File: config.mk
export PLATFORM = sky130hd
export DESIGN_NAME = wash_panel_ctrl
export DESIGN_NICKNAME = d
export VERILOG_FILES = /design/src/rtl/wash_pkg.sv /design/src/rtl/wash_debounce.sv /design/src/rtl/wash_panel_ctrl.sv
export SDC_FILE = /design/constraint.sdc
export NUM_CORES = 1
export LEC_CHECK = 0
export ABC_AREA = 1
export BUFFER_PORTS_ARGS = -buffer_cell sky130_fd_sc_hd__buf_2
export CAP_MARGIN = 20
export CORE_UTILIZATION = 35
export CTS_BUF_LIST = sky130_fd_sc_hd__clkbuf_8 sky130_fd_sc_hd__clkbuf_16
export CTS_CLUSTER_DIAMETER = 150
export DETAILED_ROUTE_END_ITERATION = 10
export GPL_TIMING_DRIVEN = 0
export PLACE_DENSITY_LB_ADDON = 0.05
export SETUP_SLACK_MARGIN = 0.15
export SYNTH_ARGS = -nofsm -noshare
export SYNTH_HDL_FRONTEND = slang
export SYNTH_SLANG_ARGS = --single-unit
File: constraint.sdc
create_clock -name clk -period 1.4 [get_ports clk]
set_input_delay 0.28 -clock clk [delete_from_list [all_inputs] [get_ports clk]]
set_output_delay 0.28 -clock clk [all_outputs]
set_load 0.02 [all_outputs]
File: src/rtl/wash_pkg.sv
// wash_pkg: shared FSM state encoding, counter width and default timing constants for the wash panel
package wash_pkg;
  typedef enum logic [2:0] {IDLE, LID_CHK, START, WAIT, RELEASE, BEEP, FAULT} state_t;
  localparam int CNT_W = 8;
  localparam int DEB_CYCLES_DEF = 4;
  localparam int TIMEOUT_DEF = 200;
  localparam int BEEP_CYCLES_DEF = 8;
endpackage

File: src/rtl/wash_debounce.sv
// wash_debounce: 2-FF synchronizer plus stability counter (clk, rst, raw din -> debounced level dout)
module wash_debounce #(
  parameter int DEB_CYCLES = 4
) (
  input  logic clk,
  input  logic rst,
  input  logic din,
  output logic dout
);
  localparam int W = $clog2(DEB_CYCLES + 1);
  logic s1, s2;
  logic [W-1:0] cnt;
  always_ff @(posedge clk or posedge rst)
    if (rst) begin
      s1 <= 1'b0;
      s2 <= 1'b0;
      cnt <= '0;
      dout <= 1'b0;
    end else begin
      s1 <= din;
      s2 <= s1;
      if (s2 == dout) cnt <= '0;
      else if (cnt == W'(DEB_CYCLES - 1)) begin
        dout <= s2;
        cnt <= '0;
      end else cnt <= cnt + 1'b1;
    end
endmodule

File: src/rtl/wash_panel_ctrl.sv
// wash_panel_ctrl: washer front panel (raw btn_coin/btn_double/sw_lid and washer done inputs -> coin_insert/double_wash/lid requests, busy/fault/beep/cycles_done status)
module wash_panel_ctrl
  import wash_pkg::*;
#(
  parameter int DEB_CYCLES = DEB_CYCLES_DEF,
  parameter int TIMEOUT = TIMEOUT_DEF,
  parameter int BEEP_CYCLES = BEEP_CYCLES_DEF
) (
  input  logic             clk,
  input  logic             rst,
  input  logic             btn_coin,
  input  logic             btn_double,
  input  logic             sw_lid,
  input  logic             laundry_done,
  input  logic             double_wash_done,
  input  logic             lid_done,
  output logic             coin_insert,
  output logic             double_wash,
  output logic             lid,
  output logic             busy,
  output logic             fault,
  output logic             beep,
  output logic [CNT_W-1:0] cycles_done
);
  localparam int WW = $clog2(TIMEOUT + 1);
  localparam int BW = $clog2(BEEP_CYCLES + 1);
  logic coin_db, coin_q, dbl_db, lid_db, coin_rise, dbl_sel, done, expired;
  logic [WW-1:0] wd;
  logic [BW-1:0] bc;
  state_t state, nxt;
  wash_debounce #(.DEB_CYCLES(DEB_CYCLES)) u_coin (.clk(clk), .rst(rst), .din(btn_coin), .dout(coin_db));
  wash_debounce #(.DEB_CYCLES(DEB_CYCLES)) u_dbl (.clk(clk), .rst(rst), .din(btn_double), .dout(dbl_db));
  wash_debounce #(.DEB_CYCLES(DEB_CYCLES)) u_lid (.clk(clk), .rst(rst), .din(sw_lid), .dout(lid_db));
  assign coin_rise = coin_db & ~coin_q;
  assign done = dbl_sel ? double_wash_done : laundry_done;
  assign expired = wd == WW'(TIMEOUT - 1);
  always_comb begin
    nxt = state;
    case (state)
      IDLE:    nxt = coin_rise ? LID_CHK : IDLE;
      LID_CHK: nxt = lid_db ? START : expired ? FAULT : LID_CHK;
      START:   nxt = WAIT;
      WAIT:    nxt = !lid_db ? FAULT : done ? RELEASE : expired ? FAULT : WAIT;
      RELEASE: nxt = lid_done ? BEEP : expired ? FAULT : RELEASE;
      BEEP:    nxt = (bc == BW'(BEEP_CYCLES - 1)) ? IDLE : BEEP;
      default: nxt = FAULT;
    endcase
  end
  always_ff @(posedge clk or posedge rst)
    if (rst) begin
      state <= IDLE;
      coin_q <= 1'b0;
      dbl_sel <= 1'b0;
      wd <= '0;
      bc <= '0;
      cycles_done <= '0;
      coin_insert <= 1'b0;
      double_wash <= 1'b0;
      lid <= 1'b0;
      busy <= 1'b0;
      fault <= 1'b0;
      beep <= 1'b0;
    end else begin
      state <= nxt;
      coin_q <= coin_db;
      dbl_sel <= (state == IDLE && coin_rise) ? dbl_db : dbl_sel;
      wd <= (nxt != state) ? '0 : (state inside {LID_CHK, WAIT, RELEASE}) ? wd + 1'b1 : wd;
      bc <= (nxt == BEEP && state == BEEP) ? bc + 1'b1 : '0;
      cycles_done <= (nxt == BEEP && state != BEEP && cycles_done != '1) ? cycles_done + 1'b1 : cycles_done;
      coin_insert <= nxt == START;
      lid <= nxt == START || nxt == WAIT;
      double_wash <= (nxt == START || nxt == WAIT) && dbl_sel;
      busy <= nxt != IDLE;
      fault <= nxt == FAULT;
      beep <= nxt == BEEP || nxt == FAULT;
    end
endmodule

==> Word level (Yosys, flattened, before mapping) <==
Index checks and enable logic that the tools add are counted.
{ "word_totals": {"regBits": 49, "latch_bits": 0, "ram_bits": 0, "romBits": 0, "wordCells": 89, "n_memories": 0} }
{ "classes": {"add_sub_neg": 6, "n_mul": 0, "div": 0, "n_lt_le_gt_ge": 0, "n_eq_ne": 20, "shift": 0, "n_mux": 20, "bitwise_logic": 5, "reduce_logical": 14} }
{ "op_table": {"columns": ["operator", "count"], "rows": [
  ["2-to-1 mux 3 bit", 12],
  ["== test 3 x 2 -> 1 bit (second input constant)", 7],
  ["case mux 3 bit (6 select lines)", 1],
  ["adder 8 x 1 -> 8 bit (second input constant)", 2],
  ["2-to-1 mux 8 bit", 2],
  ["== test 3 bit (second input constant)", 4],
  ["adder 3 x 1 -> 3 bit (second input constant)", 3],
  ["== test 8 bit (second input constant)", 1],
  ["inequality test 8 bit (second input constant)", 1],
  ["AND reduction 2 bit", 3],
  ["nonzero test 3 bit", 2],
  ["logical AND 1 bit", 5],
  ["adder 4 x 1 -> 4 bit (second input constant)", 1],
  ["== test 4 x 3 -> 1 bit (second input constant)", 1],
  ["2-to-1 mux 2 bit", 2],
  ["2-to-1 mux 4 bit", 1],
  ["NOT 1 bit", 4],
  ["== test 1 bit", 3],
  ["== test 3 x 1 -> 1 bit (second input constant)", 1],
  ["zero test 3 bit", 1],
  ["inequality test 3 bit", 1],
  ["inequality test 3 bit (second input constant)", 1],
  ["logical OR 1 bit", 2],
  ["2-to-1 mux 1 bit", 2],
  ["2 further kinds", 2]
]} }

==> Longest topological paths before layout <==
Gate-level depths: netlist of run 1.
{ "logic_depth": {"depth_word": 8, "mapped_depth": 11} }

==> Cells and area by module <==
From an unflattened synthesis of run 1, not the netlist that was laid out.
{ "unflattened": {"cells_unflattened": 256, "area_unflattened_um2": 2244.7} }
{ "by_module_without_submodules": {"columns": ["module", "n_inst", "cells_each", "area_each_um2"], "rows": [
  ["wash_panel_ctrl", 1, 178, 1516.5],
  ["wash_debounce", 3, 26, 242.7]
]} }

==> Worst setup path after synthesis of run 1 <==
Ideal clock, no wire load.
{ "synth_path": {"path_kind": "reg2reg", "from": "register cycles_done[0]", "to": "register cycles_done[1]", "setup_ns": 0.125, "arrival_ns": 1.531, "required_time_ns": 1.275, "setup_slack_ns": -0.255, "path_stages_with_launch": 7, "synth_period_minus_slack_ns": 1.655, "path_cell_list": "dfrtp_1 -> ha_1 -> nand3_1 -> nor2_1 -> nand3_1 -> nand2_1 -> mux2_2"} }
{ "synth_via": {"elab_chain_len": 2} }
{ "synth_rtl": {"columns": ["element", "line_no", "text"], "rows": [
  ["start: declaration", "wash_panel_ctrl.sv:23", "output logic [CNT_W-1:0] cycles_done"],
  ["start signal: assignment", "wash_panel_ctrl.sv:69", "cycles_done <= (nxt == BEEP && state != BEEP && cycles_done != '1) ? cycles_done + 1'b1 : cycles_done;"],
  ["parallel branches: the longest is 2 deep, another holds adder 8 x 1 -> 8 bit", null, null]
]} }
Several ways; the timed one is not identified.
A chain may end at the register's enable or synchronous reset.

==> Final worst setup path of run 1 <==
{ "layout_path": {"from": "register wd[1]", "to": "register wd[6]"} }
{ "layout_via": {"elab_chain_len": 7} }
{ "layout_rtl": {"columns": ["element", "line_no", "text"], "rows": [
  ["start: declaration", "wash_panel_ctrl.sv:28", "logic [WW-1:0] wd;"],
  ["start signal: assignment", "wash_panel_ctrl.sv:67", "wd <= (nxt != state) ? '0 : (state inside {LID_CHK, WAIT, RELEASE}) ? wd + 1'b1 : wd;"],
  ["== test 8 bit", "wash_panel_ctrl.sv:36", "assign expired = wd == WW'(TIMEOUT - 1);"],
  ["2-to-1 mux 3 bit (3 in a row)", "wash_panel_ctrl.sv:43", "WAIT: nxt = !lid_db ? FAULT : done ? RELEASE : expired ? FAULT : WAIT;"],
  ["case mux 3 bit (6 select lines)", "wash_panel_ctrl.sv:39", "case (state)"],
  ["inequality test 3 bit", "wash_panel_ctrl.sv:67", null],
  ["2-to-1 mux 8 bit or nonzero test 2 bit (tied branches)", null, null]
]} }
Several ways; a longest one is shown, not always the timed one. The select of a mux whose other input is x is not followed.

==> results.md, run 1 <==
- Status: finished with violations
- Failing checks: negative setup slack
- Chip Height: 81.07 um
- CP endpoint kind: flop
- DR pass1 iterations: 4
- Max IR drop VDD: 0.4865 mV
- Total Wirelength: 4312 um
- Largest net degree at the start of global routing: 37
- Clk pwr share: 30.4%
- RR Endpoint: wd[6]$_DFFE_PP0P_
- Net switching share of the total power: 26.11%
- Clock Latency Late Sink: 0.30 ns
- Antenna Nets Post-Route: 0
- N_diodes: 0
- Power Total: 2.812 mW
- RSZ-0062 raised after global routing: true
- Vias: 1668
- DR DRC count: 0
- Reg2reg start: wd[1]$_DFFE_PP0P_
- Wirelength per Cell: 11.56 um
- Slowest stage delay, CP: 0.42 ns
- Most frequent cell after synthesis: dfrtp_1
- Final nets: 311
- Vias in the first global route: 1560
- Worst-path cell chain: ha_4 -> nand3_2 -> nor2_4 -> buf_4 -> nand2_1 -> nand3_1 -> nand2_2 -> nand3_4 -> nor2_2
- P per Cell Area: 936.8 nW/um2
- CTS root buf: clkbuf_8
- Synth async-reset ratio: 100.0%
- Ports: 22
- # rows: 28
- Clock sink total: 49
- Post-synthesis cell type count: 17
- Post-route clock period utilization: 108.6%
- Initial Util: 36.53%
- Max cap viols: 0
- Hold Path Origin: btn_double
- Setup Skew: 0.01219 ns
- Post-synth top area share: 56.03%
- Worst Path Arrival: 1.75 ns
- Family with the most delay on the worst path: simple AND/OR/NAND/NOR gates
- Worst-path clk slew: 0.09 ns
- Die area: 6572 um2
- Slew margin rel.: 76.87%
- Hpwl dp: 2680 um
- FF-to-FF setup slack: -0.12 ns
- Crit path buffers/inverters: 1
- Total internal power: 2.078 mW
- Yosys warning total: 0
- Top cells by count, synth: 49 x dfrtp_1, 47 x nand2_1, 32 x inv_1, 32 x nor2_1, 21 x nand3_1
- Final hold vios: 0
- Initial DRC Count: 57
- Slew of the pin with the lowest slew margin: 0.3462 ns
- Layout cell share with drive strength beyond 1: 43.62%
- Synth Flop Type: dfrtp_1
- Routability cong.: 0.7087
- Final setup margin: -0.1199 ns
- Final min period: 1.520 ns
- Width of the die: 81.07 um
- Worst endpoint required time: 1.63 ns
- Comb pwr share: 12.1%
- Startpoint Class: flop
- Hold depth: 1
- Clock Path Buffers: 2
- H-tree levels: 2
- Core outline area: 5991 um2
- Setup Total Neg Slack: -1.347 ns
- Initial antenna violation count: 0
- Post-synth EDFFs: 0
- Reg2reg path depth: 9
- CTS tree: built
- Area grow syn2layout: 37.16%
- Max Transition Viols Final: 0
- Slowest cell on the critical path: dfrtp_1
- Synth Net Count: 253
- Worst hold endpoint: u_dbl.s1$_DFF_PP0_
- Leading area contributor after synthesis: dfrtp_1
- Worst hold path type: in -> reg
- Sw Pwr: 734.2 uW
- Setup-failing EPs final: 15
- Vias per Instance: 4.472
- Reg power frac: 57.4%
- TritonCTS buffer count: 5
- Synth top area cells: dfrtp_1 56%, nand2_1 8.1%, inv_1 5.5%, nor2_1 5.5%, nand3_1 4.8%
- Mapped cell area: 2188 um2
- Syn avg cell area: 9.156 um2
- Overflow after GRT: 0
- Max FO, Critical Path: 8
- F_max: 658.0 MHz
- GRT Overall Usage: 14.15%
- Crit Path Class: reg -> reg
- Cells after Synth: 239
- Leak Pwr: 1.429 nW
- Register area share after synthesis: 56.03%
- #FFs+latches synth: 49
- # port buffers: 21
- First-pass GRT wire length: 7065 um
## cell usage in the layout, fill, tap and decap left out
cell	netlist	layout
ha_4	0	2
ha_2	0	1
clkinvlp_4	0	2
nand2_4	0	3
xnor2_2	0	1
nand3_1	21	12
nand2_2	6	13
nor2_1	32	19
dfrtp_1	49	41
nor2_4	0	6
clkbuf_8	0	6
dlygate4sd3_1	0	1
o21ai_2	0	1
ha_1	6	3
buf_12	0	2
a21oi_1	2	2
xnor2_1	7	6
inv_2	2	8
mux2_4	0	1
nand4_1	1	1
inv_1	32	26
o21ai_0	4	3
xor2_1	10	10
nand2_1	47	37
buf_6	0	7
nor2_2	8	15
buf_4	0	22
nand3_4	1	4
nand3_2	0	6
nor3_1	9	7
mux2_2	2	1
buf_2	0	19
nor3_2	0	2
dfrtp_2	0	8
## repair_timing
action / 4_1_cts / 5_1_grt
gates resized for setup: 29 / 36
pin swaps: 14 / 14
buffers inserted: 16 / 12
hold buffers: 1 / 0
endpoints found under the setup margin: 25 / 32
hold endpoints to repair: 13 / 0
## logic make-up after synthesis
family | share of synthesized area [%]
flops | 56.03
buf+inv | 5.832
xor+xnor | 6.804
compound gates | 1.372
fa+ha+maj | 3.430
simple gates | 25.50
mux | 1.029
## stage by stage
| stage | cells | hold WS, ns | utilization (%) | setup slack, ns | instance area, um2 |
|---|---|---|---|---|---|
| floorplan | 239 | 0.3114 | - | -0.1215 | 2237 |
| global placement | 335 | 0.3343 | 40.66 | -0.2073 | 2436 |
| detailed placement | 336 | 0.2742 | 41.00 | -0.2264 | 2456 |
| CTS | 361 | 0.07003 | 46.30 | -0.09394 | 2774 |
| global route | 373 | 0.06796 | 50.10 | -0.2319 | 3002 |
| finish | 373 | 0.07850 | 50.10 | -0.1199 | 3002 |
## registers in the layout (all words and copies together), names as in the netlist
signal and flops:
dbl_sel 1, beep 1, u_coin.s2 1, double_wash 1, wd 8, u_lid.cnt 3
bc 4, state 3, cycles_done 8, coin_q 1, u_dbl.s2 1, u_dbl.s1 1
u_lid.s2 1, u_coin.cnt 3, u_dbl.dout 1, u_lid.s1 1, lid 1, u_coin.dout 1
u_dbl.cnt 3, fault 1, u_lid.dout 1, coin_insert 1, busy 1, u_coin.s1 1
## how the worst max path moves through the flow
stage | start | endpoint | slack [ns] | cells past startpoint
CTS | bc[1]$_DFF_PP0_ | wd[3]$_DFFE_PP0P_ | -0.09 | 11
global placement | bc[0]$_DFF_PP0_ | wd[4]$_DFFE_PP0P_ | -0.21 | 11
detailed placement | bc[0]$_DFF_PP0_ | wd[5]$_DFFE_PP0P_ | -0.23 | 11
finish | wd[1]$_DFFE_PP0P_ | wd[6]$_DFFE_PP0P_ | -0.12 | 9
floorplan | cycles_done[0]$_DFFE_PP0P_ | cycles_done[1]$_DFFE_PP0P_ | -0.12 | 6
global route | wd[1]$_DFFE_PP0P_ | wd[6]$_DFFE_PP0P_ | -0.23 | 9
## routing by layer
metal	GRT usage [%]	up-vias	wire [um]
met3	3.483	9	131
met5	0	-	0
met1	18.88	781	2046
met2	22.10	21	2059
met4	5.357	0	75
li1	-	857	-
## area by class of cell
class | count | area, um2
clock buffers | 6 | 82.58
clock inverters | 2 | 11.26
fillers | 559 | 2989
inverters | 34 | 131.4
multi-input cells | 156 | 1057
flip-flops and latches | 49 | 1236
well taps | 75 | 93.84
repair buffers | 51 | 389.1
## worst reg2reg max path, delay by kind of cell (launching register included)
| family | cells | cell delay [ns] |
|---|---|---|
| adder cells (fa/ha/maj) | 1 | 0.19 |
| AND/OR/NAND/NOR | 7 | 0.74 |
| flip-flops | 1 | 0.42 |
| buffers and inverters | 1 | 0.12 |
## power by group through the flow
stage                     clock network [mW]  registers [mW]  logic [mW]
final                                  0.856            1.61       0.341
after global routing                   0.955            1.63       0.412
after CTS                              0.900            1.62       0.339
after detailed placement                   0            1.65       0.334
after global placement                     0            1.65       0.324
after floorplan                            0            1.63       0.260
Power figures use the tool's default switching activity.
==> inputs of run 2 (changes only) <==
--- a/config.mk
+++ b/config.mk
@@ -8,8 +8,7 @@
 export ABC_AREA = 1
 export BUFFER_PORTS_ARGS = -buffer_cell sky130_fd_sc_hd__buf_2
 export CAP_MARGIN = 20
-export CORE_UTILIZATION = 35
-export CTS_BUF_LIST = sky130_fd_sc_hd__clkbuf_8 sky130_fd_sc_hd__clkbuf_16
+export CORE_UTILIZATION = 30
 export CTS_CLUSTER_DIAMETER = 150
 export DETAILED_ROUTE_END_ITERATION = 10
 export GPL_TIMING_DRIVEN = 0
==> run 2 against run 1 <==
  * The flow still finishes with violations (negative setup slack)
  * Cell count is 4.3% higher
  * Setup slack gained 0.0088 ns
  * Cell area rose by 2.0%
  * Sequential power about the same
  * First-iteration DRC count shrank 30%
  * Clock power is 23% higher
  * Sequential share of layout area is 0.75 points lower
  * Total power grew 6.7%
  * Register-to-register slack is essentially flat
  * Clock skew shrank 0.0060 ns
  * Critical path depth increased by 3
  * Combinational power shrank 2%
==> results.md, run 2 (same netlist as run 1, synthesis figures left out) <==
- H-tree levels: 2 (unchanged)
- Status: finished with violations (unchanged)
- Routability cong.: 0.7435 (was 0.7087)
- Vias: 1627 (was 1668)
- Wirelength per Cell: 10.88 um (was 11.56 um)
- Slowest cell on the critical path: dfrtp_1 (unchanged)
- Final-layout fill cell count: 718 (was 559)
- Slowest stage delay, CP: 0.40 ns (was 0.42 ns)
- Final hold vios: 0 (unchanged)
- Worst hold path type: in -> reg (unchanged)
- CTS root buf: clkbuf_8 (unchanged)
- TritonCTS buffer count: 5 (unchanged)
- Worst Path Arrival: 1.70 ns (was 1.75 ns)
- Area grow syn2layout: 39.85% (was 37.16%)
- Layout cell share with drive strength beyond 1: 44.03% (was 43.62%)
- Hpwl dp: 2779 um (was 2680 um)
- Post-route clock period utilization: 107.9% (was 108.6%)
- Overflow after GRT: 0 (unchanged)
- GRT Overall Usage: 12.46% (was 14.15%)
- Vias per Instance: 4.183 (was 4.472)
- Core outline area: 6907 um2 (was 5991 um2)
- Slew margin rel.: 72.86% (was 76.87%)
- N_diodes: 0 (unchanged)
- Failing checks: negative setup slack (unchanged)
- Fin util: 44.31% (was 50.10%)
- Ports: 22 (unchanged)
- Final setup margin: -0.1111 ns (was -0.1199 ns)
- Startpoint Class: flop (unchanged)
- Crit Path Class: reg -> reg (unchanged)
- Final min period: 1.511 ns (was 1.520 ns)
- Crit path buffers/inverters: 4 (was 1)
- Chip Height: 87.41 um (was 81.07 um)
- WHS: 0.08320 ns (was 0.07850 ns)
- CP endpoint kind: flop (unchanged)
- RSZ-0062 raised after global routing: true (unchanged)
- Width of the die: 87.41 um (was 81.07 um)
- Commonest non-fill, non-tap cell in the layout: dfrtp_1 (unchanged)
- Clock Latency Late Sink: 0.30 ns (about the same)
- Setup Total Neg Slack: -1.061 ns (was -1.347 ns)
- DR DRC count: 0 (unchanged)
- # rows: 30 (was 28)
- Vias in the first global route: 1603 (was 1560)
- Most frequent cells in the layout: 40 x dfrtp_1, 36 x nand2_1, 27 x inv_1 (was 41 x dfrtp_1, 37 x nand2_1, 26 x inv_1)
- Slew of the pin with the lowest slew margin: 0.4062 ns (was 0.3462 ns)
- Worst-path cell chain: ha_2 -> nand2_2 -> inv_2 -> nand2_2 -> nand2_4 -> buf_4 -> buf_6 -> nand2_2 -> nor2_4 -> inv_2 -> nand2_2 -> nand3_1 (was ha_4 -> nand3_2 -> nor2_4 -> buf_4 -> nand2_1 -> nand3_1 -> nand2_2 -> nand3_4 -> nor2_2)
- Initial DRC Count: 40 (was 57)
- P per Cell Area: 979.9 nW/um2 (was 936.8 nW/um2)
- Setup Skew: 0.006212 ns (was 0.01219 ns)
- Top flop regs: cycles_done x8, wd x8, bc x4 (unchanged)
- Total Wirelength: 4232 um (was 4312 um)
- Storage element area: 1237 um2 (was 1236 um2)
- # port buffers: 21 (unchanged)
- Max Transition Viols Final: 0 (unchanged)
- Largest net degree at the start of global routing: 34 (was 37)
- Family with the most delay on the worst path: simple AND/OR/NAND/NOR gates (unchanged)
- Most used cell, CP: nand2_2
- Initial Util: 31.68% (was 36.53%)
- Final nets: 306 (was 311)
- Max IR drop VDD: 0.5325 mV (was 0.4865 mV)
- Worst-path clk slew: 0.09 ns (about the same)
- CTS tree: built (unchanged)
- DP Worst Slack: -0.2415 ns (was -0.2264 ns)
- Clock sink total: 49 (unchanged)
- Max cap viols: 0 (unchanged)
- Clock Path Buffers: 2 (unchanged)
- Initial antenna violation count: 0 (unchanged)
- Max FO, Critical Path: 4 (was 8)
- Setup-failing EPs final: 17 (was 15)
- Worst endpoint required time: 1.59 ns (was 1.63 ns)
- DR pass1 iterations: 4 (unchanged)
- Antenna Nets Post-Route: 0 (unchanged)
- Post-layout instance area: 3060 um2 (was 3002 um2)
- Die area: 7640 um2 (was 6572 um2)
- Leak Pwr: 1.425 nW (was 1.429 nW)
- Placed cell area: 2482 um2 (was 2456 um2)
- Area of the multi-input gates: 1102 um2 (was 1057 um2)
- First-pass GRT wire length: 7376 um (was 7065 um)
- F_max: 661.8 MHz (was 658.0 MHz)
==> run 2: cell count changes in the layout (fill, tap and decap cells not counted), sizes merged <==
cell	change
clkinvlp	-1
bufinv	+1
buf	-5
clkbuf	+1
inv	-1
==> run 2: metrics by stage <==
step           total power, mW  instances
2_1_floorplan            1.888        239
3_3_place_gp             1.971        356
3_5_place_dp             1.987        357
4_1_cts                  3.068        378
5_1_grt                  3.179        389
6_report                 2.999        389
==> run 2: routing by layer <==
metal	up-vias	GRT usage [%]	share of wire, %
met1	761	16.87	47
met4	0	4.918	1.3
met3	5	3.033	3.1
met2	16	19.11	49
met5	-	0	0
li1	845	-	-
==> run 2: worst reg2reg max path, delay by kind of cell, from the launching register on <==
family                   cells  cell delay (ns)
AND/OR/NAND/NOR              7             0.49
flip-flops                   1             0.40
buffers and inverters        4             0.33
adder cells (fa/ha/maj)      1             0.20
==> run 2: final timing paths <==
kind | cells past startpoint | start | end | slack, ns
max reg2reg | 12 | bc[0]$_DFF_PP0_ | beep$_DFF_PP0_ | -0.11
min reg2reg | 0 | u_lid.s1$_DFF_PP0_ | u_lid.s2$_DFF_PP0_ | 0.35
max in group asynchronous | 4 | rst | cycles_done[5]$_DFFE_PP0P_ | 0.39
min | 1 | btn_double | u_dbl.s1$_DFF_PP0_ | 0.08
min in group asynchronous | 3 | rst | u_dbl.s1$_DFF_PP0_ | 0.52
max | 12 | bc[0]$_DFF_PP0_ | beep$_DFF_PP0_ | -0.11
==> run 2: timing repair <==
action                                  CTS  global route
pin swaps                                11            26
endpoints found under the setup margin   25            30
hold buffers                              1             0
endpoints found under the hold margin    16             0
resized for setup                        26            51
setup buffers                            12            11
==> run 2: final cells by class <==
type,instances,area share (%)
clock buffers,7,2.821
multi-input cells,156,36.02
repair buffers,46,11.53
inverters,34,4.293
flip-flops and latches,49,40.43
well taps,96,3.925
clock inverters,1,0.9812
==> run 2: where the power goes <==
group / internal [mW] / leakage, nW / switching [mW] / total [mW]
clock network: 0.583 / 0.0585 / 0.465 / 1.05
registers: 1.54 / 0.620 / 0.0735 / 1.62
logic: 0.136 / 0.746 / 0.199 / 0.334
==> inputs of run 3 (changes only) <==
--- a/config.mk
+++ b/config.mk
@@ -8,6 +8,7 @@
 export ABC_AREA = 1
 export BUFFER_PORTS_ARGS = -buffer_cell sky130_fd_sc_hd__buf_2
 export CAP_MARGIN = 20
+export CORE_MARGIN = 2
 export CORE_UTILIZATION = 30
 export CTS_CLUSTER_DIAMETER = 150
 export DETAILED_ROUTE_END_ITERATION = 10
==> run 3 against run 2 <==
  * The run still ends with negative setup slack left
  * Cell count grew 2.1%
  * Maximum frequency grew 1.8%
  * Global-route usage barely moved
  * Wire length rose by 6.4%
  * Critical endpoint is now wd[5]$_DFFE_PP0P_
==> results.md, run 3 (same netlist as run 1, synthesis figures left out) <==
- Status: finished with violations (unchanged)
- Failing checks: negative setup slack (unchanged)
- Largest net degree at the start of global routing: 36 (was 34)
- Startpoint Class: flop (unchanged)
- DR pass1 iterations: 4 (unchanged)
- Vias in the first global route: 1672 (was 1603)
- Worst Path Arrival: 1.72 ns (was 1.70 ns)
- Clock sink total: 49 (unchanged)
- Final hold vios: 0 (unchanged)
- Hold Path Origin: btn_coin (was btn_double)
- Final setup margin: -0.08506 ns (was -0.1111 ns)
- Routability cong.: 0.8135 (was 0.7435)
- Width of the die: 89.41 um (was 87.41 um)
- Max FO, Critical Path: 8 (was 4)
- Core outline area: 7176 um2 (was 6907 um2)
- Setup Skew: 0.003818 ns (was 0.006212 ns)
- CTS root buf: clkbuf_8 (unchanged)
- Chip Height: 89.41 um (was 87.41 um)
- Worst-path clk slew: 0.09 ns (about the same)
- Slowest cell on the critical path: dfrtp_1 (unchanged)
- Total Wirelength: 4502 um (was 4232 um)
- Initial antenna violation count: 0 (unchanged)
- Total internal power: 2.031 mW (was 2.262 mW)
- Initial Util: 30.50% (was 31.68%)
- Worst-path cell chain: ha_4 -> nand3_4 -> nor2_4 -> nor2_2 -> nor2_4 -> nand2_2 -> nand2_2 -> nand3_4 -> nor2_1 (was ha_2 -> nand2_2 -> inv_2 -> nand2_2 -> nand2_4 -> buf_4 -> buf_6 -> nand2_2 -> nor2_4 -> inv_2 -> nand2_2 -> nand3_1)
- Sw Pwr: 744.3 uW (was 737.2 uW)
- Max cap viols: 0 (unchanged)
- Max Transition Viols Final: 0 (unchanged)
- Clock Path Buffers: 2 (unchanged)
- Crit path buffers/inverters: 0 (was 4)
- # port buffers: 21 (unchanged)
- Slew margin rel.: 75.57% (was 72.86%)
- Commonest non-fill, non-tap cell in the layout: dfrtp_1 (unchanged)
- Vias: 1664 (was 1627)
- F_max: 673.4 MHz (was 661.8 MHz)
- RSZ-0062 raised after global routing: true (unchanged)
- Family with the most delay on the worst path: simple AND/OR/NAND/NOR gates (unchanged)
- H-tree levels: 2 (unchanged)
- Worst hold path type: in -> reg (unchanged)
- Top flop regs: cycles_done x8, wd x8, bc x4 (unchanged)
- Area grow syn2layout: 42.88% (was 39.85%)
- Reg power frac: 58.3% (was 53.9%)
- Leak Pwr: 1.467 nW (was 1.425 nW)
- DR DRC count: 0 (unchanged)
- Reg2reg path depth: 9 (was 12)
- Net switching share of the total power: 26.81% (was 24.58%)
- CTS tree: built (unchanged)
- Slew of the pin with the lowest slew margin: 0.3657 ns (was 0.4062 ns)
- Clock Latency Late Sink: 0.30 ns (about the same)
- Die area: 7993 um2 (was 7640 um2)
- GRT Overall Usage: 12.50% (was 12.46%)
- Post-route clock period utilization: 106.1% (was 107.9%)
- Final-layout fill cell count: 719 (was 718)
- Setup-failing EPs final: 14 (was 17)
- Final nets: 311 (was 306)
- Wirelength per Cell: 11.34 um (was 10.88 um)
- Crit path from: wd[1]$_DFFE_PP0P_ (was bc[0]$_DFF_PP0_)
- Layout cell share with drive strength beyond 1: 45.30% (was 44.03%)
- Setup Total Neg Slack: -0.7052 ns (was -1.061 ns)
- Hpwl dp: 2898 um (was 2779 um)
- Antenna Nets Post-Route: 0 (unchanged)
- Critical Path Sink: wd[5]$_DFFE_PP0P_ (was beep$_DFF_PP0_)
- Power Total: 2.776 mW (was 2.999 mW)
- N_diodes: 0 (unchanged)
- Initial DRC Count: 32 (was 40)
- Final min period: 1.485 ns (was 1.511 ns)
- Ports: 22 (unchanged)
- P per Cell Area: 887.7 nW/um2 (was 979.9 nW/um2)
- Comb pwr share: 11.9% (was 11.2%)
- Crit Path Class: reg -> reg (unchanged)
- TritonCTS buffer count: 5 (unchanged)
- CP endpoint kind: flop (unchanged)
- First-pass GRT wire length: 7734 um (was 7376 um)
- Reg2reg start: wd[1]$_DFFE_PP0P_ (was bc[0]$_DFF_PP0_)
- Most frequent cells in the layout: 42 x dfrtp_1, 35 x nand2_1, 26 x inv_1 (was 40 x dfrtp_1, 36 x nand2_1, 27 x inv_1)
- Fin util: 43.57% (was 44.31%)
- # rows: 31 (was 30)
- Overflow after GRT: 0 (unchanged)
- FF-to-FF setup slack: -0.09 ns (was -0.11 ns)
- Max IR drop VDD: 0.4401 mV (was 0.5325 mV)
- RR Endpoint: wd[5]$_DFFE_PP0P_ (was beep$_DFF_PP0_)
- Clk pwr share: 29.8% (was 34.9%)
- Vias per Instance: 4.191 (was 4.183)
- Slowest stage delay, CP: 0.41 ns (was 0.40 ns)
- Path length in cells of the critical path: 9 (was 12)
- Worst endpoint required time: 1.63 ns (was 1.59 ns)
==> run 3: routing by layer <==
layer	global-route usage [%]	wire [um]	share of wire, %	up-vias
li1	-	-	-	853
met5	0	0	0	-
met4	3.664	53	1.2	0
met3	2.678	109	2.4	4
met1	15.97	1972	44	793
met2	21.28	2367	53	14
==> run 3: worst min path at each step <==
stage	end	slack [ns]	depth (start not counted)
final	u_coin.s1$_DFF_PP0_	0.08	1
after global placement	u_coin.s2$_DFF_PP0_	0.33	0
after floorplan	u_coin.s1$_DFF_PP0_	0.31	0
after detailed placement	u_coin.s2$_DFF_PP0_	0.29	2
after global routing	u_dbl.s1$_DFF_PP0_	0.06	1
after CTS	u_coin.s1$_DFF_PP0_	0.06	1
==> run 3: cell type report <==
type                    instances  area [um2]  share of cell area [%]
inverters                      34       136.4                   4.362
repair buffers                 51       400.4                   12.81
clock buffers                   6       72.57                   2.321
flip-flops and latches         49        1235                   39.50
well taps                      99       123.9                   3.962
multi-input cells             156        1144                   36.57
clock inverters                 2       15.01                  0.4802
==> run 3: power by group through the flow <==
| stage | Sequential [mW] | Clock [mW] | Combinational (mW) |
|---|---|---|---|
| 4_1_cts | 1.62 | 0.878 | 0.335 |
| 6_report | 1.62 | 0.826 | 0.332 |
| 2_1_floorplan | 1.63 | 0 | 0.260 |
| 3_3_place_gp | 1.64 | 0 | 0.325 |
| 3_5_place_dp | 1.65 | 0 | 0.330 |
| 5_1_grt | 1.64 | 0.942 | 0.399 |
==> run 3: metrics by stage <==
step	std cells	instance area [um2]	setup slack, ns	hold slack (ns)
floorplan	239	2237	-0.1215	0.3114
global placement	359	2466	-0.2451	0.3334
detailed placement	360	2486	-0.2478	0.2858
CTS	385	2844	-0.1075	0.06470
global route	397	3127	-0.1896	0.05817
finish	397	3127	-0.08506	0.08136
==> run 3: what timing repair did <==
action | 4_1_cts | 5_1_grt
hold buffers | 1 | 0
pin swaps | 20 | 29
resized for setup | 40 | 43
setup endpoints to repair | 25 | 33
endpoints found under the hold margin | 14 | 0
setup buffers | 16 | 12
